## config.mk

```make
export PLATFORM = sky130hd
export DESIGN_NAME = alu_sequencer_flat
export DESIGN_NICKNAME = d
export VERILOG_FILES = /design/src/rtl/alu_sequencer_if.sv /design/src/rtl/alu_sequencer.sv /design/src/flat_wrapper.sv
export SDC_FILE = /design/constraint.sdc
export NUM_CORES = 1
export LEC_CHECK = 0
export ABC_AREA = 1
export BUFFER_PORTS_ARGS = -buffer_cell sky130_fd_sc_hd__buf_2
export CAP_MARGIN = 20
export CORE_ASPECT_RATIO = 2
export CORE_MARGIN = 5
export CORE_UTILIZATION = 35
export DETAILED_ROUTE_END_ITERATION = 16
export SLEW_MARGIN = 20
export SYNTH_ARGS = -nofsm -noshare
export SYNTH_HDL_FRONTEND = slang
export SYNTH_SLANG_ARGS = --single-unit
```

## constraint.sdc

```tcl
create_clock -name clk -period 5.35 [get_ports clk]
set_clock_uncertainty 0.15 [all_clocks]
set_input_delay 0.8025 -clock clk [delete_from_list [all_inputs] [get_ports clk]]
set_output_delay 0.8025 -clock clk [all_outputs]
set_load 0.01 [all_outputs]
```

## src/rtl/alu_sequencer_if.sv

```systemverilog
// Instruction-ROM and ALU-facing bus of the sequencer.
// The master side is the sequencer; the slave side is the ROM/ALU pair.
interface alu_sequencer_if #(
    parameter int PC_W = 8
);
    logic [PC_W-1:0] imem_addr;
    logic [15:0]     imem_data;
    logic [2:0]      alu_a_addr;
    logic [2:0]      alu_b_addr;
    logic [7:0]      alu_const;
    logic [2:0]      alu_op;
    logic            alu_cin;
    logic            alu_we;
    logic            alu_cout;
    logic            alu_ovf;
    logic            alu_zero;
    logic            alu_neg;

    modport master (
        output imem_addr, alu_a_addr, alu_b_addr, alu_const, alu_op, alu_cin, alu_we,
        input  imem_data, alu_cout, alu_ovf, alu_zero, alu_neg
    );

    modport slave (
        input  imem_addr, alu_a_addr, alu_b_addr, alu_const, alu_op, alu_cin, alu_we,
        output imem_data, alu_cout, alu_ovf, alu_zero, alu_neg
    );
endinterface

```

## src/rtl/alu_sequencer.sv

```systemverilog
// Fetch/decode/execute controller for the 8-register ALU, one instruction in flight.
// ALU/MOVI take 4 cycles fetch-to-fetch, branches 3; start is only honoured in IDLE/HALT.
module alu_sequencer #(
    parameter int              PC_W     = 8,
    parameter logic [PC_W-1:0] RESET_PC = '0
) (
    input  logic            clk,
    input  logic            rst,
    input  logic            start,
    alu_sequencer_if.master bus,
    output logic [PC_W-1:0] pc,
    output logic            busy,
    output logic            halted
);
    typedef enum logic [2:0] {IDLE, FETCH, DECODE, EXEC, WB, HALT} state_t;

    localparam logic [PC_W-1:0] PC_ONE = {{(PC_W-1){1'b0}}, 1'b1};

    state_t          state;
    logic            is_br;
    logic [2:0]      br_cond;
    logic [PC_W-1:0] br_target;
    logic            c_f, v_f, z_f, n_f;
    logic            taken;
    logic [1:0]      cls;

    assign bus.imem_addr = pc;
    assign cls           = bus.imem_data[15:14];

    always_comb begin
        taken = 1'b0;
        case (br_cond)
            3'b000:  taken = 1'b1;
            3'b001:  taken = z_f;
            3'b010:  taken = ~z_f;
            3'b011:  taken = c_f;
            3'b100:  taken = n_f;
            3'b101:  taken = v_f;
            3'b110:  taken = ~c_f;
            default: taken = ~n_f;
        endcase
    end

    always_ff @(posedge clk or posedge rst) begin
        if (rst) begin
            state          <= IDLE;
            pc             <= RESET_PC;
            is_br          <= 1'b0;
            br_cond        <= 3'b000;
            br_target      <= '0;
            {c_f, v_f, z_f, n_f} <= 4'b0000;
            bus.alu_a_addr <= 3'b000;
            bus.alu_b_addr <= 3'b000;
            bus.alu_const  <= 8'h00;
            bus.alu_op     <= 3'b000;
            bus.alu_cin    <= 1'b0;
            bus.alu_we     <= 1'b0;
            busy           <= 1'b0;
            halted         <= 1'b0;
        end else begin
            case (state)
                IDLE, HALT: begin
                    if (start) begin
                        state  <= FETCH;
                        pc     <= RESET_PC;
                        busy   <= 1'b1;
                        halted <= 1'b0;
                    end
                end
                FETCH: state <= DECODE;
                DECODE: begin
                    // ALU fields decode straight from ROM data so they are registered on entry to EXEC
                    is_br     <= (cls == 2'b10);
                    br_cond   <= bus.imem_data[13:11];
                    br_target <= bus.imem_data[PC_W-1:0];
                    case (cls)
                        2'b00: begin
                            bus.alu_op     <= bus.imem_data[13:11];
                            bus.alu_a_addr <= bus.imem_data[10:8];
                            bus.alu_b_addr <= bus.imem_data[7:5];
                            bus.alu_cin    <= bus.imem_data[4] & c_f;
                            bus.alu_we     <= 1'b1;
                            state          <= EXEC;
                        end
                        2'b01: begin
                            bus.alu_op     <= 3'b000;
                            bus.alu_a_addr <= bus.imem_data[10:8];
                            bus.alu_const  <= bus.imem_data[7:0];
                            bus.alu_cin    <= 1'b0;
                            bus.alu_we     <= 1'b1;
                            state          <= EXEC;
                        end
                        2'b10: state <= EXEC;
                        default: begin
                            state  <= HALT;
                            busy   <= 1'b0;
                            halted <= 1'b1;
                        end
                    endcase
                end
                EXEC: begin
                    if (is_br) begin
                        pc    <= taken ? br_target : pc + PC_ONE;
                        state <= FETCH;
                    end else begin
                        bus.alu_we <= 1'b0;
                        state      <= WB;
                    end
                end
                WB: begin
                    {c_f, v_f, z_f, n_f} <= {bus.alu_cout, bus.alu_ovf, bus.alu_zero, bus.alu_neg};
                    pc    <= pc + PC_ONE;
                    state <= FETCH;
                end
                default: begin
                    state  <= IDLE;
                    busy   <= 1'b0;
                    halted <= 1'b0;
                end
            endcase
        end
    end
endmodule
```

## src/flat_wrapper.sv

```systemverilog
// flat-port wrapper written by rule: the top's interface ports become plain ports
module alu_sequencer_flat 
#(
    parameter int              PC_W     = 8,
    parameter logic [PC_W-1:0] RESET_PC = '0
)
  (clk, rst, start, pc, busy, halted, bus_imem_addr, bus_alu_a_addr, bus_alu_b_addr, bus_alu_const, bus_alu_op, bus_alu_cin, bus_alu_we, bus_imem_data, bus_alu_cout, bus_alu_ovf, bus_alu_zero, bus_alu_neg);
  alu_sequencer_if #(.PC_W(PC_W)) bus_i ();
  input  logic clk;
  input  logic rst;
  input  logic start;
  output logic [PC_W-1:0] pc;
  output logic busy;
  output logic halted;
  output wire logic [$bits(bus_i.imem_addr)-1:0] bus_imem_addr;
  output wire logic [$bits(bus_i.alu_a_addr)-1:0] bus_alu_a_addr;
  output wire logic [$bits(bus_i.alu_b_addr)-1:0] bus_alu_b_addr;
  output wire logic [$bits(bus_i.alu_const)-1:0] bus_alu_const;
  output wire logic [$bits(bus_i.alu_op)-1:0] bus_alu_op;
  output wire logic [$bits(bus_i.alu_cin)-1:0] bus_alu_cin;
  output wire logic [$bits(bus_i.alu_we)-1:0] bus_alu_we;
  input wire logic [$bits(bus_i.imem_data)-1:0] bus_imem_data;
  input wire logic [$bits(bus_i.alu_cout)-1:0] bus_alu_cout;
  input wire logic [$bits(bus_i.alu_ovf)-1:0] bus_alu_ovf;
  input wire logic [$bits(bus_i.alu_zero)-1:0] bus_alu_zero;
  input wire logic [$bits(bus_i.alu_neg)-1:0] bus_alu_neg;
  assign bus_imem_addr = bus_i.imem_addr;
  assign bus_alu_a_addr = bus_i.alu_a_addr;
  assign bus_alu_b_addr = bus_i.alu_b_addr;
  assign bus_alu_const = bus_i.alu_const;
  assign bus_alu_op = bus_i.alu_op;
  assign bus_alu_cin = bus_i.alu_cin;
  assign bus_alu_we = bus_i.alu_we;
  assign bus_i.imem_data = bus_imem_data;
  assign bus_i.alu_cout = bus_alu_cout;
  assign bus_i.alu_ovf = bus_alu_ovf;
  assign bus_i.alu_zero = bus_alu_zero;
  assign bus_i.alu_neg = bus_alu_neg;
  alu_sequencer #(.PC_W(PC_W), .RESET_PC(RESET_PC)) u_core (.clk(clk), .rst(rst), .start(start), .bus(bus_i), .pc(pc), .busy(busy), .halted(halted));
endmodule
```

==> impl_metrics.ini <==
[synth]
syn_inst = 284
synth-compound-area-share_pct = 7.56
synth-seq-cells = 48
synth_top_area_share_pct = 50.4
synthFlopType = dfrtp_1
synth_fa_ha_area_share_pct = 0.525
async_reset_ff_share_pct = 100
avgSynthCellArea_um2 = 8.40
synth.top_cells.by_count = 91 x nand2_1, 48 x dfrtp_1, 31 x nand3_1, 29 x inv_1, 25 x o21ai_0
syn_nets = 308
yosysTopAreaCell = dfrtp_1
synth_edf_count = 0
syn_area_um2 = 2380
synth_most_common_cell = nand2_1
ys_types = 26
synthTopCellsByArea = dfrtp_1 50%, nand2_1 14%, nand3_1 6.5%
synth_top_family_by_area = simple AND/OR/NAND/NOR gates
synth_seq_area_share_pct = 50.4
synth_warnings = 0
synthXorXnorAreaFrac_pct = 1.47
synth_simple_gate_area_share_pct = 29.3
muxShareOfSynthArea_pct = 2.20

[cells_and_area]
n_fill_cell = 715
area_growth_pct = 20.8
drive_above_1_share_pct = 25.3
finish.utilization_pct = 43.5
diodes = 0
finish.net_count = 363

[clock_network]
htreeDepth = 2
clock_path_buffers = 2
cts_made_buffers = 5
cts_hold_buf = 0
cts.sinks = 48
path_clk_slew_ps = 70
clk_latency_ps = 290
cts_resized = 0
post_cts_buffers = 0
cts-root-buf = clkbuf_16
cts_tree = built

[power_and_ir_drop]
p_per_area_nw_per_um2 = 635
ir_drop_mv = 0.410
power.total_mw = 1.83
leakagePower_nw = 1.57

[floorplan]
rows = 42
coreArea_um2 = 6620
dieHeight_um = 127
start_util_pct = 36.0
die_w_um = 68.4
dieArea_um2 = 8660
pin_count = 60

[placement]
gp_congestion = 0.764
place_ws_ps = 3110
hpwl_mm = 4.29
io_buffers = 59

[run]
drv_cap = 0

[min_path]
min_to = u_core.bus.alu_a_addr[1]$_DFFE_PP0P_
hold_path_depth = 2
hold_start = u_core.bus.alu_a_addr[1]$_DFFE_PP0P_
hold_path.class = reg2reg

[worst_setup_path]
crit_path_end_kind = register
cp_data_arrival_time_ps = 2340
r2r_end = u_core.bus.imem_addr[3]$_DFFE_PP0P_
slowest_stage = nor2_1
cp_common_cell = nand2_1
timing.rr.start = u_core.state[0]$_DFFE_PP0P_
critPathRequiredTime_ps = 5430
crit_buf_inv = 2
rr_worst_depth = 10
crit_type = reg2reg
cp_top_family = simple AND/OR/NAND/NOR gates
path_cells = nand2_1, nor2_1, nand2_1, nand4_4, nand2_4, inv_2, nand2_1, inv_1, nand2_1, nand2_1
crit_fanout = 12
worstSetupStartpointType = register
r2r_slack_ps = 3090
cpPeakStageDelay_ps = 640

[routing]
dr.pass1.iters = 4
drtIter0Drc = 80
wl_per_cell_um = 13.1
drc_errors = 0
routed_wl_mm = 5.61
ant_nets = 0
vias_per_cell = 4.72
vias = 2020

[sta]
drv_slew = 0
finalHoldViolCount = 0
clock.fmax_mhz = 443
setup_viol = 0
slew_headroom_pct = 44.5
rsz0062_at_grt = no
tightest_slew_ps = 829
finalSetupTns_ps = 0
setup_ws_ps = 3090
fin_crit_sh_pct = 42.2
min_period_ps = 2260

[global_routing]
antenna_found_initial = 0
grt_pass1_wl_mm = 9.49
grt_pass1_vias = 2006
grt_remaining_overflow = 0
grt_max_degree = 49
gr-usage-all-layers_pct = 14.7

[outcome]
status = completed
report_power, final:
| group | internal, mW | switching, mW |
|---|---|---|
| registers | 0.532 | 0.128 |
| clock network | 0.222 | 0.147 |
| logic | 0.305 | 0.494 |
| total | 1.06 | 0.770 |
stage by stage:
step,instances,hold slack [ps],area [µm²]
after global placement,420,300,2710
after global routing,428,345,2880
after floorplan,284,292,2380
after CTS,428,324,2880
after detailed placement,420,309,2710
final,428,320,2880
how the worst max path moves through the flow:
stage	startpoint	endpoint	slack [ps]	cells past startpoint
floorplan	rst	u_core.br_cond[0]$_DFFE_PP0P_	3250	1
global placement	u_core.state[0]$_DFFE_PP0P_	u_core.bus.imem_addr[3]$_DFFE_PP0P_	3160	10
detailed placement	u_core.state[0]$_DFFE_PP0P_	u_core.bus.imem_addr[3]$_DFFE_PP0P_	3110	10
CTS	u_core.state[0]$_DFFE_PP0P_	u_core.bus.imem_addr[3]$_DFFE_PP0P_	3080	10
global route	u_core.state[0]$_DFFE_PP0P_	u_core.bus.imem_addr[3]$_DFFE_PP0P_	2770	10
finish	u_core.state[0]$_DFFE_PP0P_	u_core.bus.imem_addr[3]$_DFFE_PP0P_	3090	10
routing by layer:
metal / track usage (%) / vias up / wire, µm
met5: 0 / - / 0
met4: 8.21 / 0 / 194
met3: 2.39 / 11 / 235
met2: 26.1 / 53 / 3060
met1: 15.5 / 954 / 2110
li1: - / 1002 / -
area by class of cell:
class	count	area, µm²	share of cell area (%)
Timing Repair Buffer	59	295	10.3
Tap cell	88	110	3.82
Multi-Input combinational cell	193	978	34.0
Clock buffer	5	125	4.34
Clock inverter	3	46.3	1.61
Sequential cell	48	1200	41.7
Inverter	32	124	4.30
cells by family (layout without fill, tap and decap cells):
kind of cell	count (synthesis)	after routing
mux	4	4
simple gates	149	149
xor+xnor	4	4
compound gates	35	35
buf+inv	43	99
fa+ha+maj	1	1
flops	48	48
flip-flops by register name, summed over array words and instances, names as in the netlist, 3 cells and up:
register / cells
u_core.bus.imem_addr: 8
u_core.br_cond: 3
u_core.br_target: 8
u_core.bus.alu_const: 8
u_core.state: 3
u_core.bus.alu_b_addr: 3
u_core.bus.alu_op: 3
u_core.bus.alu_a_addr: 3
layout by cell type, fill, tap and decap left out:
| master | Yosys | layout |
|---|---|---|
| nand4_4 | 1 | 1 |
| nor2_1 | 14 | 14 |
| o21ai_0 | 25 | 25 |
| mux2_4 | 2 | 2 |
| nand3_1 | 31 | 31 |
| nand2_2 | 4 | 4 |
| nor3_4 | 1 | 1 |
| clkinvlp_4 | 0 | 1 |
| nor3_1 | 1 | 1 |
| nand2_1 | 91 | 91 |
| ha_1 | 1 | 1 |
| nor2_8 | 2 | 2 |
| inv_6 | 0 | 1 |
| o211ai_1 | 1 | 1 |
| inv_4 | 1 | 1 |
| xnor2_1 | 2 | 2 |
| o21a_1 | 1 | 1 |
| clkinv_2 | 0 | 1 |
| nand2_4 | 3 | 3 |
| xor2_1 | 2 | 2 |
| a21oi_1 | 8 | 8 |
| bufinv_16 | 0 | 1 |
| clkbuf_16 | 0 | 5 |
| mux2_2 | 2 | 2 |
| inv_1 | 29 | 28 |
| dfrtp_1 | 48 | 48 |
| inv_2 | 2 | 2 |
| buf_2 | 0 | 59 |
| nand3b_1 | 1 | 1 |
worst reg2reg max path, delay by kind of cell (launching register included):
family	cells	cell delay, ps
buf+inv	2	180
flops	1	520
simple gates	8	1340
(Power assumes the default switching activity.)
